==> src/rtl/tt_bin_clock_btn.sv <==
// tt_bin_clock_btn
// Conditions the six raw time-set push buttons of the binary clock into
// clean single-cycle increment/decrement pulses for the hour, minute and
// seconds fields.
// Each button is synchronized, debounced and rise-detected. A pair whose
// two buttons are both held emits nothing.
//
// Optional feature macro: BTN_AUTOREPEAT_EN
//   defined   -> a held button (alone in its pair) auto-repeats.
//   undefined -> only press pulses are produced.
//
// Ports
//   clk_i        clock
//   rstn_i       synchronous active-low reset
//   btn_i[5:0]   raw buttons: [5] hour inc, [4] hour dec, [3] min inc,
//                [2] min dec, [1] sec inc, [0] sec dec
//   hour_id      [1] inc pulse, [0] dec pulse
//   minute_id    same encoding as hour_id
//   seconds_id   same encoding as hour_id
//   btn_state_o  debounced button levels, bit order as btn_i
module tt_bin_clock_btn #(
  parameter int DEBOUNCE_CYCLES = 1024,
  parameter int REPEAT_DELAY    = 65536,
  parameter int REPEAT_PERIOD   = 16384
) (
  input  logic       clk_i,
  input  logic       rstn_i,
  input  logic [5:0] btn_i,
  output logic [1:0] hour_id,
  output logic [1:0] minute_id,
  output logic [1:0] seconds_id,
  output logic [5:0] btn_state_o
);

  // Elaboration-time guard on the parameter ranges.
  if (DEBOUNCE_CYCLES < 2 || REPEAT_DELAY < 2 || REPEAT_PERIOD < 2) begin : g_param_check
    $error("tt_bin_clock_btn: all timing parameters must be >= 2");
  end

  localparam int DBW = $clog2(DEBOUNCE_CYCLES);

  logic [5:0]     sync1_q, sync2_q;
  logic [5:0]     stable_q, stable_d;
  logic [5:0]     rise;
  logic [5:0]     press;
  logic [5:0]     pulse_d, pulse_q;
  logic [DBW-1:0] db_cnt_q [6];

  // Two-flop synchronizer on every raw button.
  always_ff @(posedge clk_i) begin
    if (!rstn_i) begin
      sync1_q <= '0;
      sync2_q <= '0;
    end else begin
      sync1_q <= btn_i;
      sync2_q <= sync1_q;
    end
  end

  // Next debounced level: a bit flips only once its synchronized value has
  // disagreed with the stable level for DEBOUNCE_CYCLES consecutive edges.
  always_comb begin
    stable_d = stable_q;
    for (int i = 0; i < 6; i++) begin
      if (sync2_q[i] != stable_q[i] && db_cnt_q[i] == DBW'(DEBOUNCE_CYCLES - 1))
        stable_d[i] = sync2_q[i];
    end
  end

  // Debounce counters count consecutive disagreeing edges and clear on
  // agreement or on the flip itself.
  always_ff @(posedge clk_i) begin
    if (!rstn_i) begin
      for (int i = 0; i < 6; i++) db_cnt_q[i] <= '0;
      stable_q <= '0;
    end else begin
      for (int i = 0; i < 6; i++) begin
        if (sync2_q[i] != stable_q[i] && stable_d[i] == stable_q[i])
          db_cnt_q[i] <= db_cnt_q[i] + 1'b1;
        else
          db_cnt_q[i] <= '0;
      end
      stable_q <= stable_d;
    end
  end

  assign rise = stable_d & ~stable_q;

  // A press only counts when its partner will not be held after this edge,
  // which also suppresses both when the pair rises together.
  always_comb begin
    press = '0;
    for (int p = 0; p < 3; p++) begin
      press[2*p+1] = rise[2*p+1] & ~stable_d[2*p];
      press[2*p]   = rise[2*p]   & ~stable_d[2*p+1];
    end
  end

`ifdef BTN_AUTOREPEAT_EN
  localparam int RCW = $clog2(REPEAT_DELAY + REPEAT_PERIOD) + 1;

  logic [RCW-1:0] rep_cnt_q [3];
  logic [2:0]     one_now, one_next, pair_rise, rep_due;
  logic [5:0]     rep_pulse;

  // The timer restarts whenever a pair enters the "exactly one held" state,
  // either by a press or by releasing one of two held buttons. After the
  // first repeat it parks at REPEAT_DELAY so later repeats are PERIOD apart.
  always_comb begin
    one_now   = '0;
    one_next  = '0;
    pair_rise = '0;
    rep_due   = '0;
    rep_pulse = '0;
    for (int p = 0; p < 3; p++) begin
      one_now[p]   = stable_q[2*p] ^ stable_q[2*p+1];
      one_next[p]  = stable_d[2*p] ^ stable_d[2*p+1];
      pair_rise[p] = rise[2*p] | rise[2*p+1];
      rep_due[p]   = (rep_cnt_q[p] == RCW'(REPEAT_DELAY - 1)) ||
                     (rep_cnt_q[p] == RCW'(REPEAT_DELAY + REPEAT_PERIOD - 1));
      if (one_now[p] && one_next[p] && !pair_rise[p] && rep_due[p]) begin
        rep_pulse[2*p+1] = stable_d[2*p+1];
        rep_pulse[2*p]   = stable_d[2*p];
      end
    end
    pulse_d = press | rep_pulse;
  end

  // Repeat timers, one per pair.
  always_ff @(posedge clk_i) begin
    if (!rstn_i) begin
      for (int p = 0; p < 3; p++) rep_cnt_q[p] <= '0;
    end else begin
      for (int p = 0; p < 3; p++) begin
        if (!one_now[p] || !one_next[p] || pair_rise[p])
          rep_cnt_q[p] <= '0;
        else if (rep_due[p])
          rep_cnt_q[p] <= RCW'(REPEAT_DELAY);
        else
          rep_cnt_q[p] <= rep_cnt_q[p] + 1'b1;
      end
    end
  end
`else
  assign pulse_d = press;
`endif

  // Registered command pulses.
  always_ff @(posedge clk_i) begin
    if (!rstn_i) pulse_q <= '0;
    else         pulse_q <= pulse_d;
  end

  assign hour_id     = pulse_q[5:4];
  assign minute_id   = pulse_q[3:2];
  assign seconds_id  = pulse_q[1:0];
  assign btn_state_o = stable_q;

endmodule

==> config.mk <==
export PLATFORM = sky130hd
export DESIGN_NAME = tt_bin_clock_btn
export DESIGN_NICKNAME = d
export VERILOG_FILES = /design/src/rtl/tt_bin_clock_btn.sv
export SDC_FILE = /design/constraint.sdc
export NUM_CORES = 1
export LEC_CHECK = 0
export ABC_CLOCK_PERIOD_IN_PS = 6600
export CAP_MARGIN = 10
export CORE_AREA = 2 2 90 92
export DETAILED_ROUTE_END_ITERATION = 8
export DIE_AREA = 0 0 92 94
export GPL_ROUTABILITY_DRIVEN = 0
export PLACE_DENSITY_LB_ADDON = 0.1
export SLEW_MARGIN = 20
export SYNTH_ARGS = -nofsm -noshare
export SYNTH_HDL_FRONTEND = slang
export SYNTH_SLANG_ARGS = --single-unit
==> constraint.sdc <==
create_clock -name clk_i -period 6.6 [get_ports clk_i]
set_input_delay 0.99 -clock clk_i [delete_from_list [all_inputs] [get_ports clk_i]]
set_output_delay 0.99 -clock clk_i [all_outputs]
set_load 0.01 [all_outputs]
==> results of run 1 <==
## power by group through the flow
stage	logic [mW]	clock network, mW	registers [mW]
CTS	0.0403	0.352	0.603
global route	0.0484	0.368	0.606
global placement	0.0388	0	0.614
finish	0.0410	0.341	0.603
detailed placement	0.0400	0	0.615
floorplan	0.0308	0	0.609
## metrics by stage
step           area [sq um]  cells  setup WS, ps  hold slack [ps]   util
6_report               4790    569          3920              437  0.630
5_1_grt                4790    569          3630              458  0.630
4_1_cts                4790    569          3910              441  0.630
3_5_place_dp           4610    554          3550              419  0.606
3_3_place_gp           4610    554          3600              416  0.606
2_1_floorplan          4300    436          4450              412      -
## layer usage
layer  GRT usage  share of wire  up-vias
met4      0.0846          0.018        0
met5           0              0        -
met1       0.208           0.46     1371
li1            -              -     1543
met3      0.0337          0.037       11
met2       0.294           0.49       57
## registers in the layout, indices dropped and copies added, names as in the netlist
signal and count:
pulse_q 6, btn_state_o 6, db_cnt_q 60, sync1_q 6, sync2_q 6
## layout make-up
| type | count | area (sq um) | area share |
|---|---|---|---|
| clock buffer | 9 | 124 | 0.0259 |
| tap | 102 | 128 | 0.0266 |
| timing repair buffer | 19 | 190 | 0.0397 |
| clock inverter | 6 | 56.3 | 0.0118 |
| multi-input combinational | 328 | 1930 | 0.403 |
| inverter | 21 | 78.8 | 0.0165 |
| sequential | 84 | 2280 | 0.476 |
## layout by cell type, fill, tap and decap left out, types with 17 or more instances in the layout
| cell | netlist | layout |
|---|---|---|
| or3_1 | 17 | 17 |
| clkdlybuf4s50_1 | 0 | 19 |
| edfxtp_1 | 60 | 60 |
| conb_1 | 1 | 60 |
| dfxtp_1 | 24 | 24 |
| nand3_1 | 23 | 23 |
| nor2_1 | 30 | 30 |
| a21oi_1 | 30 | 30 |
| inv_1 | 21 | 21 |
| o21ai_0 | 19 | 19 |
## worst max-delay path, cell delays in order
cell             delay [ps]
clkdlybuf4s50_1        1080
nand3_1                 510
a21oi_1                 260
## path summary, 6_finish.rpt
path	from	end	slack, ps	cells after the start
worst min-delay path	sync1_q[5]	sync2_q[5]	440	1
worst max-delay path	rstn_i	db_cnt_q[2][9]	3920	3
worst min register to register	sync1_q[5]	sync2_q[5]	440	1
worst max register to register	db_cnt_q[2][0]	db_cnt_q[2][9]	4170	7
## cells by family (layout without fill, tap and decap cells)
logic type	count (synthesis)	count (layout)	share of synthesized area
compound gates	72	72	0.102
xor+xnor	24	24	0.0515
fa+ha+maj	12	12	0.0368
buf+inv	24	55	0.0224
flops	84	84	0.559
mux	1	1	0.00245
other cells	1	60	0.000919
simple gates	159	159	0.225
==> impl_metrics.ini, run 1 <==
[run_status]
run_status = finished, final reports clean

[layout]
drive_gt1_frac = 0.0493
diodes = 0
syn_to_final_growth_pct = 17.3
fillers = 627
finalNetCount = 483

[route]
vias = 2982
post_drt_wl_per_cell_microns = 12.0
first_pass_iters = 5
wl_microns = 6810
via_per_inst = 5.24
ant_nets = 0
drt-initial-drc-count = 143
route.detailed.drc = 0

[min_path]
min_path_type = register to register

[critical_path]
endpoint_kind = register
start_kind = input pin
arrival_ps = 2850
cp_max_fo = 31
critical_path_class = input pin to register
required_ps = 6770

[power]
leakage_nw = 1.74
finalPower_mw = 0.985
pwr-share-clk = 0.347
power_density_nw_per_um2 = 206
comb_power_share = 0.042
ir_worst_vdd_uv = 127
p_switching_mw = 0.216
switching_share = 0.220
pwr-share-seq = 0.612
p_int_mw = 0.769

[yosys]
synth_top_area_share = 0.441
synth-warning-count = 0
ys_top_cells_by_area = edfxtp_1 44%, dfxtp_1 12%, a21oi_1 3.7%
synth_most_common_cell = edfxtp_1
ys_seq_area_frac = 0.559
synthArstFlopShare = 0
synth_common_cells = 60 x edfxtp_1, 30 x a21oi_1, 30 x nor2_1
synth_area_sq_um = 4080
synth_top_flop_cell = edfxtp_1
syn_avg_cell_area_sq_um = 10.8
synth_seq_cells = 84
ys_types = 30
synth_edf_count = 60
synthCells = 377
synth_top_area_cell = edfxtp_1

[timing]
fin_worst_skew_ps = 6.99
fmax_mhz = 374
maxSlewViolCount = 0
worst_pin_slew_ps = 925
finalSetupViolations = 0
relSlewSlack = 0.382
finalCriticalPeriod_ps = 2680
hold_violations = 0
rsz0062_at_grt = false
final.period_utilization = 0.406
setup-tns-final_ps = 0

[die]
die_w_microns = 92
rows = 32
start_util = 0.537
die-area_sq_um = 8650
ios = 20
die-height_microns = 94
fp.coreArea_sq_um = 7610

[clocking]
postCtsSetupBuffers = 0
cts_hold_buf = 0
numCtsBuffers = 9
root_buffer = clkbuf_8
clk_latency_ps = 340
clk_path_buf_depth = 2
tritoncts = yes
cts.clk_slew.worst_paths_ps = 70
cts.htree.levels = 3
cts_sinks = 84
cts_resized = 0

[global_routing]
antenna_found_initial = 0
grt_pass1_vias = 2727
grt_max_degree = 32
grt_pass1_wl_microns = 11700
overflow = 0
track_usage = 0.172

[placement]
port_buffers = 19
hpwl_microns = 4990

[flow_run]
maxCapViolCount = 0
No activity file was read; power rests on OpenSTA's default activity.
==> inputs of run 2 (changes only) <==
--- a/config.mk
+++ b/config.mk
@@ -5,7 +5,7 @@
 export SDC_FILE = /design/constraint.sdc
 export NUM_CORES = 1
 export LEC_CHECK = 0
-export ABC_CLOCK_PERIOD_IN_PS = 6600
+export ABC_CLOCK_PERIOD_IN_PS = 2600
 export CAP_MARGIN = 10
 export CORE_AREA = 2 2 90 92
 export DETAILED_ROUTE_END_ITERATION = 8
==> constraint.sdc (replaced) <==
create_clock -name clk_i -period 2.6 [get_ports clk_i]
set_input_delay 0.39 -clock clk_i [delete_from_list [all_inputs] [get_ports clk_i]]
set_output_delay 0.39 -clock clk_i [all_outputs]
set_load 0.01 [all_outputs]
==> run 2 against run 1 <==
Via count down 0.40%. Worst setup slack worse by 3700 ps. Clock power rose to 2.6 times the previous value. Final area up 0.21%. Sequential share of layout area down 0.099 points. Die area unchanged. Non-clock buffer count up 1. Routed wire length down 1.8%. Largest power group unchanged.
==> impl_metrics.ini, run 2 (same netlist as run 1, synthesis figures left out) <==
[power]
ir_worst_vdd_uv = 442
leakage_nw = 1.75
pwr-share-clk = 0.348
pwr-share-seq = 0.610
p_int_mw = 1.96
p_switching_mw = 0.550
switching_share = 0.219
comb_power_share = 0.042
finalPower_mw = 2.51
power_density_nw_per_um2 = 523

[global_routing]
overflow = 0
track_usage = 0.167
grt_max_degree = 32
top_usage_layer = met2
antenna_found_initial = 0
grt_pass1_vias = 2782
grt_use_met2 = 0.307
grt_pass1_wl_microns = 11600
grt_use_met1 = 0.190
grt_use_met3 = 0.0305

[layout]
diodes = 0
drive_gt1_frac = 0.0533
final_cells = 571
syn_to_final_growth_pct = 17.6
fin_util = 0.631
top_register = db_cnt_q
finalInstanceArea_sq_um = 4800
finalNetCount = 484
largest_reg_flops = 60
fillers = 667
mostFrequentLayoutCells = 60 x edfxtp_1, 60 x conb_1, 30 x a21oi_1, 30 x nor2_1, 24 x dfxtp_1

[timing]
finalSetupViolations = 0
finalCriticalPeriod_ps = 2360
setup-tns-final_ps = 0
maxSlewViolCount = 0
fin_worst_skew_ps = 9.82
hold_violations = 0
rsz0062_at_grt = false
final.period_utilization = 0.907
fmax_mhz = 424

[run_status]
run_status = finished, final reports clean

[clocking]
postCtsSetupBuffers = 0
cts.htree.levels = 3
tritoncts = yes
cts.clk_slew.worst_paths_ps = 80
root_buffer = clkbuf_8
cts_sinks = 84
numCtsBuffers = 9
cts_resized = 0
clk_path_buf_depth = 2
cts_hold_buf = 0
clk_latency_ps = 340

[critical_path]
reg2reg_from = db_cnt_q[0][0]
path_cells = ha_1 > and4_1 > and4_1 > or2_2 > ha_1 > nand3_1 > a21oi_1
rr_worst_depth = 7
start_kind = register
endpoint_kind = register
crit_start = db_cnt_q[0][0]
cp.depth = 7
cp_max_fo = 10
slowest_stage = edfxtp_1
critPathCapture = db_cnt_q[0][6]
regToRegSetupSlack_ps = 240
critical_path_class = register to register
r2r_end = db_cnt_q[0][6]
cp_slowest_stage_delay_ps = 430
arrival_ps = 2550
required_ps = 2790
path_buf_inv = 0
path_delay_family = simple AND/OR/NAND/NOR gates

[die]
fp.coreArea_sq_um = 7610
die-height_microns = 94
die-area_sq_um = 8650
start_util = 0.537
die_w_microns = 92
ios = 20
rows = 32

[route]
drt-initial-drc-count = 117
first_pass_iters = 5
route.detailed.drc = 0
ant_nets = 0
vias = 2970
post_drt_wl_per_cell_microns = 11.7
wl_microns = 6690
via_per_inst = 5.20

[flow_run]
maxCapViolCount = 0

[min_path]
min_path_type = register to register

[placement]
placed_cell_area_sq_um = 4620
port_buffers = 19
dp.cells = 555
hpwl_microns = 4900
==> run 2: cell count changes in the layout (fill, tap and decap cells not counted) <==
cell	previous run	this run
clkinv_1	3	2
clkinv_2	0	2
buf_4	0	1
clkbuf_1	0	1
clkinvlp_4	2	1
==> run 2: power groups by stage <==
stage | registers [mW] | clock network [mW] | logic, mW
floorplan | 1.55 | 0 | 0.0781
global placement | 1.56 | 0 | 0.100
CTS | 1.53 | 0.899 | 0.103
global route | 1.54 | 0.949 | 0.122
detailed placement | 1.56 | 0 | 0.102
finish | 1.53 | 0.874 | 0.105
==> run 2: how the worst min path moves through the flow <==
stage | slack (ps) | from | end | depth (start not counted)
after floorplan | 410 | sync1_q[0] | sync2_q[0] | 1
after global placement | 420 | sync1_q[1] | sync2_q[1] | 1
after detailed placement | 420 | sync1_q[1] | sync2_q[1] | 1
after CTS | 440 | sync1_q[4] | sync2_q[4] | 1
after global routing | 460 | sync1_q[2] | sync2_q[2] | 1
final | 440 | sync1_q[4] | sync2_q[4] | 1
==> run 2: cell type report <==
cell class	count	area, sq um	share of cell area
clock inverter	6	55.1	0.0115
inverter	21	78.8	0.0164
multi-input combinational	328	1930	0.402
timing repair buffer	20	198	0.0412
sequential	84	2280	0.475
tap	102	128	0.0266
clock buffer	10	128	0.0266
==> run 2: through the flow <==
step / worst slack [ps] / hold slack (ps)
after floorplan: 455 / 412
after global placement: 263 / 416
after global routing: 70.0 / 458
final: 243 / 438
after detailed placement: 236 / 425
after CTS: 235 / 443
==> run 2: routing by layer <==
layer / part of all wire / routed length [microns] / vias up
li1: - / - / 1547
met1: 0.47 / 3150 / 1384
met2: 0.49 / 3280 / 29
met3: 0.023 / 152 / 10
met4: 0.017 / 112 / 0
met5: 0 / 0 / -
